### config.mk
export PLATFORM = sky130hd
export DESIGN_NAME = product_bcd_conv
export DESIGN_NICKNAME = d
export VERILOG_FILES = /design/src/rtl/product_bcd_conv.sv
export SDC_FILE = /design/constraint.sdc
export NUM_CORES = 1
export LEC_CHECK = 0
export CORE_MARGIN = 4
export CORE_UTILIZATION = 54
export DETAILED_ROUTE_END_ITERATION = 10
export PLACE_DENSITY = 0.82
export SLEW_MARGIN = 10
export SYNTH_ARGS = -nofsm -noshare
export SYNTH_HDL_FRONTEND = slang
export SYNTH_SLANG_ARGS = --single-unit
export TNS_END_PERCENT = 20
### constraint.sdc
create_clock -name Clk -period 2.1 [get_ports Clk]
set_input_delay 0.525 -clock Clk [delete_from_list [all_inputs] [get_ports Clk]]
set_output_delay 0.525 -clock Clk [all_outputs]
set_load 0.02 [all_outputs]
### src/rtl/product_bcd_conv.sv
// Converts the multiplier's 16-bit product {Aval,Bval} to sign plus five BCD digits (double dabble, one shift per clock).
// Define BCD_SIGNED_EN to treat the product as two's complement; otherwise it is unsigned and Neg stays 0.
module product_bcd_conv (
    input  logic        Clk,
    input  logic        Reset,
    input  logic        Start,
    input  logic [7:0]  Aval,
    input  logic [7:0]  Bval,
    output logic        Busy,
    output logic        Done,
    output logic        Neg,
    output logic [19:0] Bcd,
    output logic [4:0]  Blank
);

    typedef enum logic [1:0] {
        IDLE,
        CONV,
        DONE
    } state_t;

    state_t      r_state;
    state_t      w_nextState;

    logic [15:0] r_mag;
    logic [19:0] r_scr;
    logic [3:0]  r_cnt;
    logic        r_sign;

    logic        r_busy;
    logic        r_done;
    logic        r_neg;
    logic [19:0] r_bcd;
    logic [4:0]  r_blank;

    logic [15:0] w_prod;
    logic [15:0] w_mag;
    logic        w_sign;
    logic [19:0] w_scrAdj;
    logic [35:0] w_shifted;
    logic [19:0] w_newScr;
    logic [4:0]  w_blank;
    logic        w_accept;
    logic        w_last;

    assign w_prod = {Aval, Bval};

`ifdef BCD_SIGNED_EN
    // 0x8000 negates to itself, which read as unsigned is exactly 32768.
    assign w_sign = w_prod[15];
    assign w_mag  = w_sign ? (~w_prod + 16'd1) : w_prod;
`else
    assign w_sign = 1'b0;
    assign w_mag  = w_prod;
`endif

    always_comb begin
        w_scrAdj = r_scr;
        for (int i = 0; i < 5; i++) begin
            if (r_scr[4*i +: 4] >= 4'd5) begin
                w_scrAdj[4*i +: 4] = r_scr[4*i +: 4] + 4'd3;
            end
        end
    end

    assign w_shifted = {w_scrAdj, r_mag} << 1;
    assign w_newScr  = w_shifted[35:16];

    // A digit is blanked only when it and every digit above it are zero; the units digit always shows.
    always_comb begin
        w_blank    = 5'b00000;
        w_blank[4] = (w_newScr[19:16] == 4'd0);
        w_blank[3] = (w_newScr[19:12] == 8'd0);
        w_blank[2] = (w_newScr[19:8]  == 12'd0);
        w_blank[1] = (w_newScr[19:4]  == 16'd0);
    end

    always_comb begin
        w_nextState = r_state;
        w_accept    = 1'b0;
        w_last      = 1'b0;
        case (r_state)
            IDLE: begin
                if (Start) begin
                    w_accept    = 1'b1;
                    w_nextState = CONV;
                end
            end
            CONV: begin
                if (r_cnt == 4'd15) begin
                    w_last      = 1'b1;
                    w_nextState = DONE;
                end
            end
            DONE: begin
                w_nextState = IDLE;
            end
            default: begin
                w_nextState = IDLE;
            end
        endcase
    end

    always_ff @(posedge Clk or negedge Reset) begin
        if (!Reset) begin
            r_state <= IDLE;
        end else begin
            r_state <= w_nextState;
        end
    end

    always_ff @(posedge Clk or negedge Reset) begin
        if (!Reset) begin
            r_mag  <= 16'd0;
            r_scr  <= 20'd0;
            r_cnt  <= 4'd0;
            r_sign <= 1'b0;
        end else if (w_accept) begin
            r_mag  <= w_mag;
            r_sign <= w_sign;
            r_scr  <= 20'd0;
            r_cnt  <= 4'd0;
        end else if (r_state == CONV) begin
            r_scr <= w_newScr;
            r_mag <= w_shifted[15:0];
            if (!w_last) begin
                r_cnt <= r_cnt + 4'd1;
            end
        end
    end

    // Visible results load only on the final iteration, so the display never sees a partial value.
    always_ff @(posedge Clk or negedge Reset) begin
        if (!Reset) begin
            r_busy  <= 1'b0;
            r_done  <= 1'b0;
            r_neg   <= 1'b0;
            r_bcd   <= 20'h00000;
            r_blank <= 5'b11110;
        end else begin
            r_busy <= (w_nextState != IDLE);
            r_done <= w_last;
            if (w_last) begin
                r_bcd   <= w_newScr;
                r_neg   <= r_sign;
                r_blank <= w_blank;
            end
        end
    end

    assign Busy  = r_busy;
    assign Done  = r_done;
    assign Neg   = r_neg;
    assign Bcd   = r_bcd;
    assign Blank = r_blank;

endmodule

### Yosys cells after proc, flatten, opt, wreduce, memory -nomap -nowiden

Cells that the tools add are included.

* equality and inequality tests: 3
* $add $sub $neg: 6
* multiplexer cells: 19
* $lt $le $gt $ge: 5
* reduce and logical (&&, ||, !) cells: 8

Operators by type and width (count)
* $mux 20: 2
* $mux 16: 2
* $mux 4: 7
* $ge 4x3->1 const B: 5
* $add 4x2->4 const B: 4
* $logic_not 16->1: 1
* $logic_not 12->1: 1
* $logic_not 8->1: 1
* $add 4x1->4 const B: 1
* $eq 4x4->1 const B: 1
* $logic_not 4->1: 1
* $mux 1: 4
* $mux 2: 2
* $pmux 2 s2: 1
* $reduce_bool 2->1: 2
* $add 3x2->3 const B: 1
* $mux 3: 1
* $eq 2x1->1 const B: 1
* $logic_not 2->1: 1
* $ne 2x2->1 const B: 1
* $reduce_and 2->1: 1

* output and inout port bits: 28
* input bits: 19
* flip-flop bits (word level): 68
* logic and storage cells: 49

### Longest topological paths before layout

Gate-level depths: netlist of the first run.

* depth in word-level cells: 6
* gate-level depth with buffers: 8
* mapped depth without buffers: 7

### Least setup slack after synthesis of the first run

OpenSTA, ideal clock, no wires.

* path type: register -> register
* start: reg r_scr[16]
* end: reg r_blank[1] (netlist: Blank[1])
* buffers on the path: 0
* cell stages (with the launch flop): 8
* clock period less this slack: 1.772 ns
* arrival: 1.686 ns
* required time: 2.014 ns
* setup time: 0.086 ns
* slack: 0.328 ns
* cell sequence: dfrtp_1 inv_1 ha_1 nand2b_1 a21oi_1 mux2i_1 nand4_2 o31ai_2

* word-level cells in the longest chain between the ends: 3
* elaborated cells between the ends (all ways): 4
* classes of those cells: add/sub (1); order compare (1); mux (1); reduce/logical (1)

RTL lines
* from (decl): line 26 `logic [19:0] r_scr;`
* from (signal assigned): line 124 `r_scr <= w_newScr;`
* $ge 4x3->1 / $add 3x2->3 (equally long branches): line 60, 61
* $mux 3 (*): line 60 `if (r_scr[4*i +: 4] >= 4'd5) begin`
* $logic_not 16->1 (*): line 75 `w_blank[1] = (w_newScr[19:4] == 16'd0);`
* to (signal assigned): line 146 `r_blank <= w_blank;`
* to (decl): line 34 `logic [4:0] r_blank;`

Mark *: on every way between the ends. The rest lies on a longest branch, timed or not.
A chain may end at the register's enable or synchronous reset.

### Final worst setup path of the first run

* start: reg r_blank[3] (netlist: Blank[3])
* end: out Blank[3]

RTL lines
* to (decl): line 13 `output logic [4:0] Blank`

No word-level cell between the ends.

==> results of run 1 <==
==> cell type report <==
cell class / count / area [sq um]
Timing Repair Buffer: 52 / 508
Sequential cell: 68 / 1710
Clock buffer: 10 / 138
Fill cell: 448 / 1720
Clock inverter: 6 / 40.0
Inverter: 13 / 61.3
Multi-Input combinational cell: 242 / 1380
Tap cell: 72 / 90.1
==> path summary, 6_finish.rpt <==
path | startpoint | to | cells after the start
worst max-delay path | Blank[3]$_DFFE_PN1N_ | Blank[3] | 1
worst min-delay path | Reset | Bcd[1]$_DFFE_PN0N_ | 2
worst max register to register | r_scr[16]$_DFFE_PN0P_ | Blank[1]$_DFFE_PN1N_ | 7
worst min register to register | Blank[4]$_DFFE_PN1N_ | Blank[4]$_DFFE_PN1N_ | 2
max in group asynchronous | Reset | Blank[4]$_DFFE_PN1N_ | 2
min in group Clk | Blank[4]$_DFFE_PN1N_ | Blank[4]$_DFFE_PN1N_ | 2
==> sequential cells by signal, indices dropped and copies added (netlist names) <==
register and flops:
Bcd 20, r_scr 20, r_mag 16, Blank 4, r_cnt 4, r_state 2, Busy 1, Done 1
==> cells in the final DEF (no fill, tap or decap), types with 5 or more instances in the layout <==
master	instances
o21ai_0	45
a21oi_1	14
xnor2_1	6
ha_1	11
nor3b_1	7
dfrtp_1	64
buf_4	7
nor3_1	6
clkbuf_8	10
a22oi_1	15
clkdlybuf4s50_1	43
mux2_2	5
nand3_1	21
nor2_1	7
inv_1	12
nand2_1	78
==> cell families (layout without fill, tap and decap cells) <==
family                   after synthesis  count (layout)
AO/OA/AOI/OAI                         77              77
buffers and inverters                 31              81
flip-flops                            68              68
other                                  1               2
multiplexers                           9               9
adder cells (fa/ha/maj)               11              11
XOR/XNOR                               7               7
AND/OR/NAND/NOR                      136             136
==> where the power goes <==
part	total, mW	switching, mW	internal, mW
registers	2.28	0.400	1.88
clock network	0.959	0.504	0.455
logic	2.79	1.56	1.23
total	6.04	2.47	3.57
==> layer usage <==
| metal | vias to the layer above | share of wire [%] |
|---|---|---|
| met4 | 0 | 1.4 |
| met5 | - | 0 |
| met1 | 1191 | 45 |
| met3 | 6 | 5.2 |
| li1 | 1248 | - |
| met2 | 48 | 48 |
==> impl_metrics.tcl, run 1 <==
set metrics [dict create \
    outcome "finished, final reports clean" \
    synth-xor-area-share_pct 1.90 \
    area_growth_pct 21.6 \
    row_count 27 \
    hold_path_class "primary input to asynchronous set/reset pin" \
    wl_per_cell_um 13.7 \
    synth_most_common_cell "nand2_1" \
    wl_mm 6.36 \
    avgViaCountPerCell 5.38 \
    instances_no_fill 463 \
    dp_hpwl_mm 4.41 \
    syn_area_sq_um 3220 \
    synth_ff_type "dfrtp_1" \
    fin_area_sq_um 3920 \
    drv_slew 0 \
    cts_hold_buffers 0 \
    die_y_um 85.3 \
    crit_buf_inv 1 \
    synthMuxAreaShare_pct 2.99 \
    grt_util_met1_pct 23.3 \
    crit_type "flop to output port" \
    synth_top_area_cell "dfrtp_1" \
    layout.nets 416 \
    first_global_vias 2484 \
    critPathTopFamily "buffers and inverters" \
    gr-usage-met2_pct 31.6 \
    avgSynthCellArea_sq_um 9.48 \
    start_util_pct 57.1 \
    leakage_nw 1.78 \
    drc 0 \
    end_kind "output port" \
    synth-seq-cells 68 \
    rsz0062_at_grt "false" \
    min_period_over_period_pct 95.7 \
    fmax_mhz 497 \
    antenna_cells 0 \
    dp_worst_setup_slack_ns 0.170 \
    grtUsageMet3_pct 4.85 \
    vdd_drop_max_mv 0.716 \
    synth_top_family_by_area "simple AND/OR/NAND/NOR gates" \
    clkLatencyLatePin_ns 0.34 \
    synth_compound_area_share_pct 13.5 \
    root_buffer "clkbuf_8" \
    synth-async-reset-ratio_pct 100 \
    die_x_um 85.3 \
    fin_tns_setup_ns 0 \
    cts_tree "done" \
    cts_buffers 9 \
    p_per_area_nw_per_um2 1540 \
    clkTransAtPathRegs_ns 0.08 \
    cp_max_fo 2 \
    placed_area_sq_um 3740 \
    dr.pass1.iters 4 \
    via_count 2493 \
    yosysTopAreaCellShare_pct 49.7 \
    post_cts_buffers 0 \
    grt_usage_pct 19.0 \
    synth_fa_ha_area_share_pct 4.27 \
    drive_gt1_share_pct 9.97 \
    layout_setup_ws_ns 0.0894 \
    ys_warn_count 0 \
    grt_pass1_wl_mm 11.1 \
    critical_path.max_stage_delay_ns 0.60 \
    overflow 0 \
    synth_edf_count 0 \
    post_cts_resized 0 \
    synth_area_leaders "dfrtp_1 (50%), nand2_1 (9.1%), o21ai_0 (7.0%)" \
    synthCells 340 \
    worst_hold_slack_ns 0.181 \
    ys_top_cells_by_count "nand2_1 (78), dfrtp_1 (64), o21ai_0 (45)" \
    place_congestion 0.813 \
    arrival_ns 1.49 \
    worstPathCellList "clkdlybuf4s50_1" \
    die-area_sq_um 7270 \
    critPathLaunchType "flop" \
    drtAntennaViolNets 0 \
    maxCapViolations 0 \
    port_buffers 44 \
    period_needed_ns 2.01 \
    io-pin-count 47 \
    cts-htree-levels 3 \
    core-area_sq_um 5640 \
    r2r_setup_slack_ns 0.16 \
    worstPathRequired_ns 1.57 \
    hold_violations 0 \
    setup_violations 0 \
    fin_util_pct 69.5 \
    grt_busiest_layer "met2" \
    grt_antenna_before_repair 0 \
    drtIter0Drc 76 \
    clock_sinks 68 \
    clk_path_buf_depth 2 \
    yosysSeqAreaShare_pct 53.0 \
    synthSimpleGateAreaFrac_pct 19.8 \
    synthDistinctLibCells 34 \
    grt_max_degree 69 \
    fin_skew_ns 0.0102 \
    place_inst 447 \
    total_power_mw 6.04 \
    cp_slowest_cell "clkdlybuf4s50_1" \
]
No activity file was read; power rests on OpenSTA's default activity.
==> run 2: changes to the inputs <==
==> constraint.sdc (replaced) <==
create_clock -name Clk -period 2.1 [get_ports Clk]
set_input_delay 0.525 -clock Clk [delete_from_list [all_inputs] [get_ports Clk]]
set_output_delay 0.525 -clock Clk [all_outputs]
set_load 0.1 [all_outputs]
==> run 2 against run 1 <==
Compared with the run above:
- global-route usage rose by 0.087 points
- non-clock buffer count did not move
- routed wire length rose by 1.4%
- maximum frequency rose by 4.0%
- sequential share of layout area fell by 0.23 points
- first-iteration DRC count rose by 64%
- clock skew fell by 0.0047 ns
- count of clock-buffer cells in the layout rose by 2
- flip-flop and latch count did not move
- worst setup slack improved by 0.077 ns
- largest cell class unchanged
- cell count did not move
==> impl_metrics.tcl, run 2 (same netlist as run 1, synthesis figures left out) <==
set metrics [dict create \
    grt_max_degree 69 \
    die-area_sq_um 7270 \
    seq_area_sq_um 1710 \
    cp_max_fo 5 \
    dr.pass1.iters 4 \
    fillers 445 \
    cp_slowest_cell "dfrtp_1" \
    placed_area_sq_um 3730 \
    post_cts_resized 0 \
    drtIter0Drc 125 \
    area_growth_pct 22.3 \
    clkLatencyLatePin_ns 0.34 \
    wl_mm 6.45 \
    clk_path_buf_depth 2 \
    row_count 27 \
    setup_violations 0 \
    grt_pass1_wl_mm 11.1 \
    dp_hpwl_mm 4.36 \
    end_kind "flop" \
    hold_violations 0 \
    die_x_um 85.3 \
    root_buffer "clkbuf_8" \
    period_needed_ns 1.93 \
    r2r_setup_slack_ns 0.17 \
    crit_type "flop to flop" \
    place_congestion 0.812 \
    outcome "finished, final reports clean" \
    clkTransAtPathRegs_ns 0.07 \
    rsz0062_at_grt "false" \
    core-area_sq_um 5640 \
    via_count 2492 \
    fin_area_sq_um 3940 \
    layout.nets 416 \
    min_period_over_period_pct 92.1 \
    arrival_ns 2.19 \
    start_util_pct 57.1 \
    critical_path.max_stage_delay_ns 0.42 \
    final_cell_mix "nand2_1 (78), dfrtp_1 (64), o21ai_0 (45)" \
    drv_slew 0 \
    cts_tree "done" \
    multi_input_area_sq_um 1390 \
    critPathLaunchType "flop" \
    fin_skew_ns 0.00558 \
    worstPathRequired_ns 2.36 \
    port_buffers 44 \
    cts_buffers 9 \
    grt_antenna_before_repair 0 \
    fin_util_pct 69.9 \
    avgViaCountPerCell 5.38 \
    fmax_mhz 517 \
    layout_commonest_cell "nand2_1" \
    drive_gt1_share_pct 17.1 \
    cts-htree-levels 3 \
    drc 0 \
    drtAntennaViolNets 0 \
    die_y_um 85.3 \
    overflow 0 \
    clock_sinks 68 \
    wl_per_cell_um 13.9 \
    antenna_cells 0 \
    cts_hold_buffers 0 \
    grt_usage_pct 19.1 \
    post_cts_buffers 0 \
    first_global_vias 2441 \
    worstPathCellList "inv_1 -> ha_1 -> nand2b_1 -> a21oi_2 -> mux2i_2 -> nand4_2 -> o31ai_2" \
    io-pin-count 47 \
    hold_path_class "primary input to asynchronous set/reset pin" \
    maxCapViolations 0 \
    fin_tns_setup_ns 0 \
]
[run 2: cell types whose count changed in the layout (fill, tap and decap cells not counted), moves of 2 or more]
cell,delta
buf_4,+22
a21oi_2,+2
clkdlybuf4s50_1,-26
clkinvlp_4,-3
buf_12,+4
a21oi_1,-2
[run 2: final timing paths]
check	end	from	depth (start not counted)
min	Bcd[11]$_DFFE_PN0N_	Reset	2
min reg2reg	Bcd[2]$_DFFE_PN0N_	Bcd[2]$_DFFE_PN0N_	2
max	Blank[1]$_DFFE_PN1N_	r_scr[16]$_DFFE_PN0P_	7
max in group asynchronous	Blank[4]$_DFFE_PN1N_	Reset	2
max reg2reg	Blank[1]$_DFFE_PN1N_	r_scr[16]$_DFFE_PN0P_	7
min in group Clk	Bcd[2]$_DFFE_PN0N_	Bcd[2]$_DFFE_PN0N_	2
[run 2: critical path: cells and delay by family (launching register included)]
| kind | cells | cell delay, ns |
|---|---|---|
| multiplexers | 1 | 0.33 |
| flip-flops | 1 | 0.42 |
| AND/OR/NAND/NOR | 2 | 0.25 |
| buffers and inverters | 1 | 0.12 |
| adder cells (fa/ha/maj) | 1 | 0.24 |
| AO/OA/AOI/OAI | 2 | 0.51 |
[run 2: metrics by stage]
stage	worst slack, ns	hold slack [ns]	std cells
6_report	0.166	0.197	463
5_1_grt	0.00269	0.222	463
4_1_cts	0.0418	0.210	463
3_5_place_dp	0.164	0.465	447
3_3_place_gp	0.256	0.459	447
2_1_floorplan	0.328	0.229	341
[run 2: final cells by class]
cell class / instances / share of cell area [%]
clock inverters: 4 / 1.21
clock buffers: 12 / 3.94
inverters: 13 / 1.56
flip-flops and latches: 68 / 43.3
well taps: 72 / 2.29
repair buffers: 52 / 12.5
multi-input cells: 242 / 35.2
[run 2: per-layer routing]
layer	wire length (um)	GRT usage, %	part of all wire, %
met4	113	7.63	1.8
met3	309	4.95	4.8
met1	2890	23.5	45
met5	0	0	0
met2	3140	32.1	49
Power of run 2 is not shown: default switching activity piles up to over one toggle a cycle in this logic, so the estimate is an artifact.
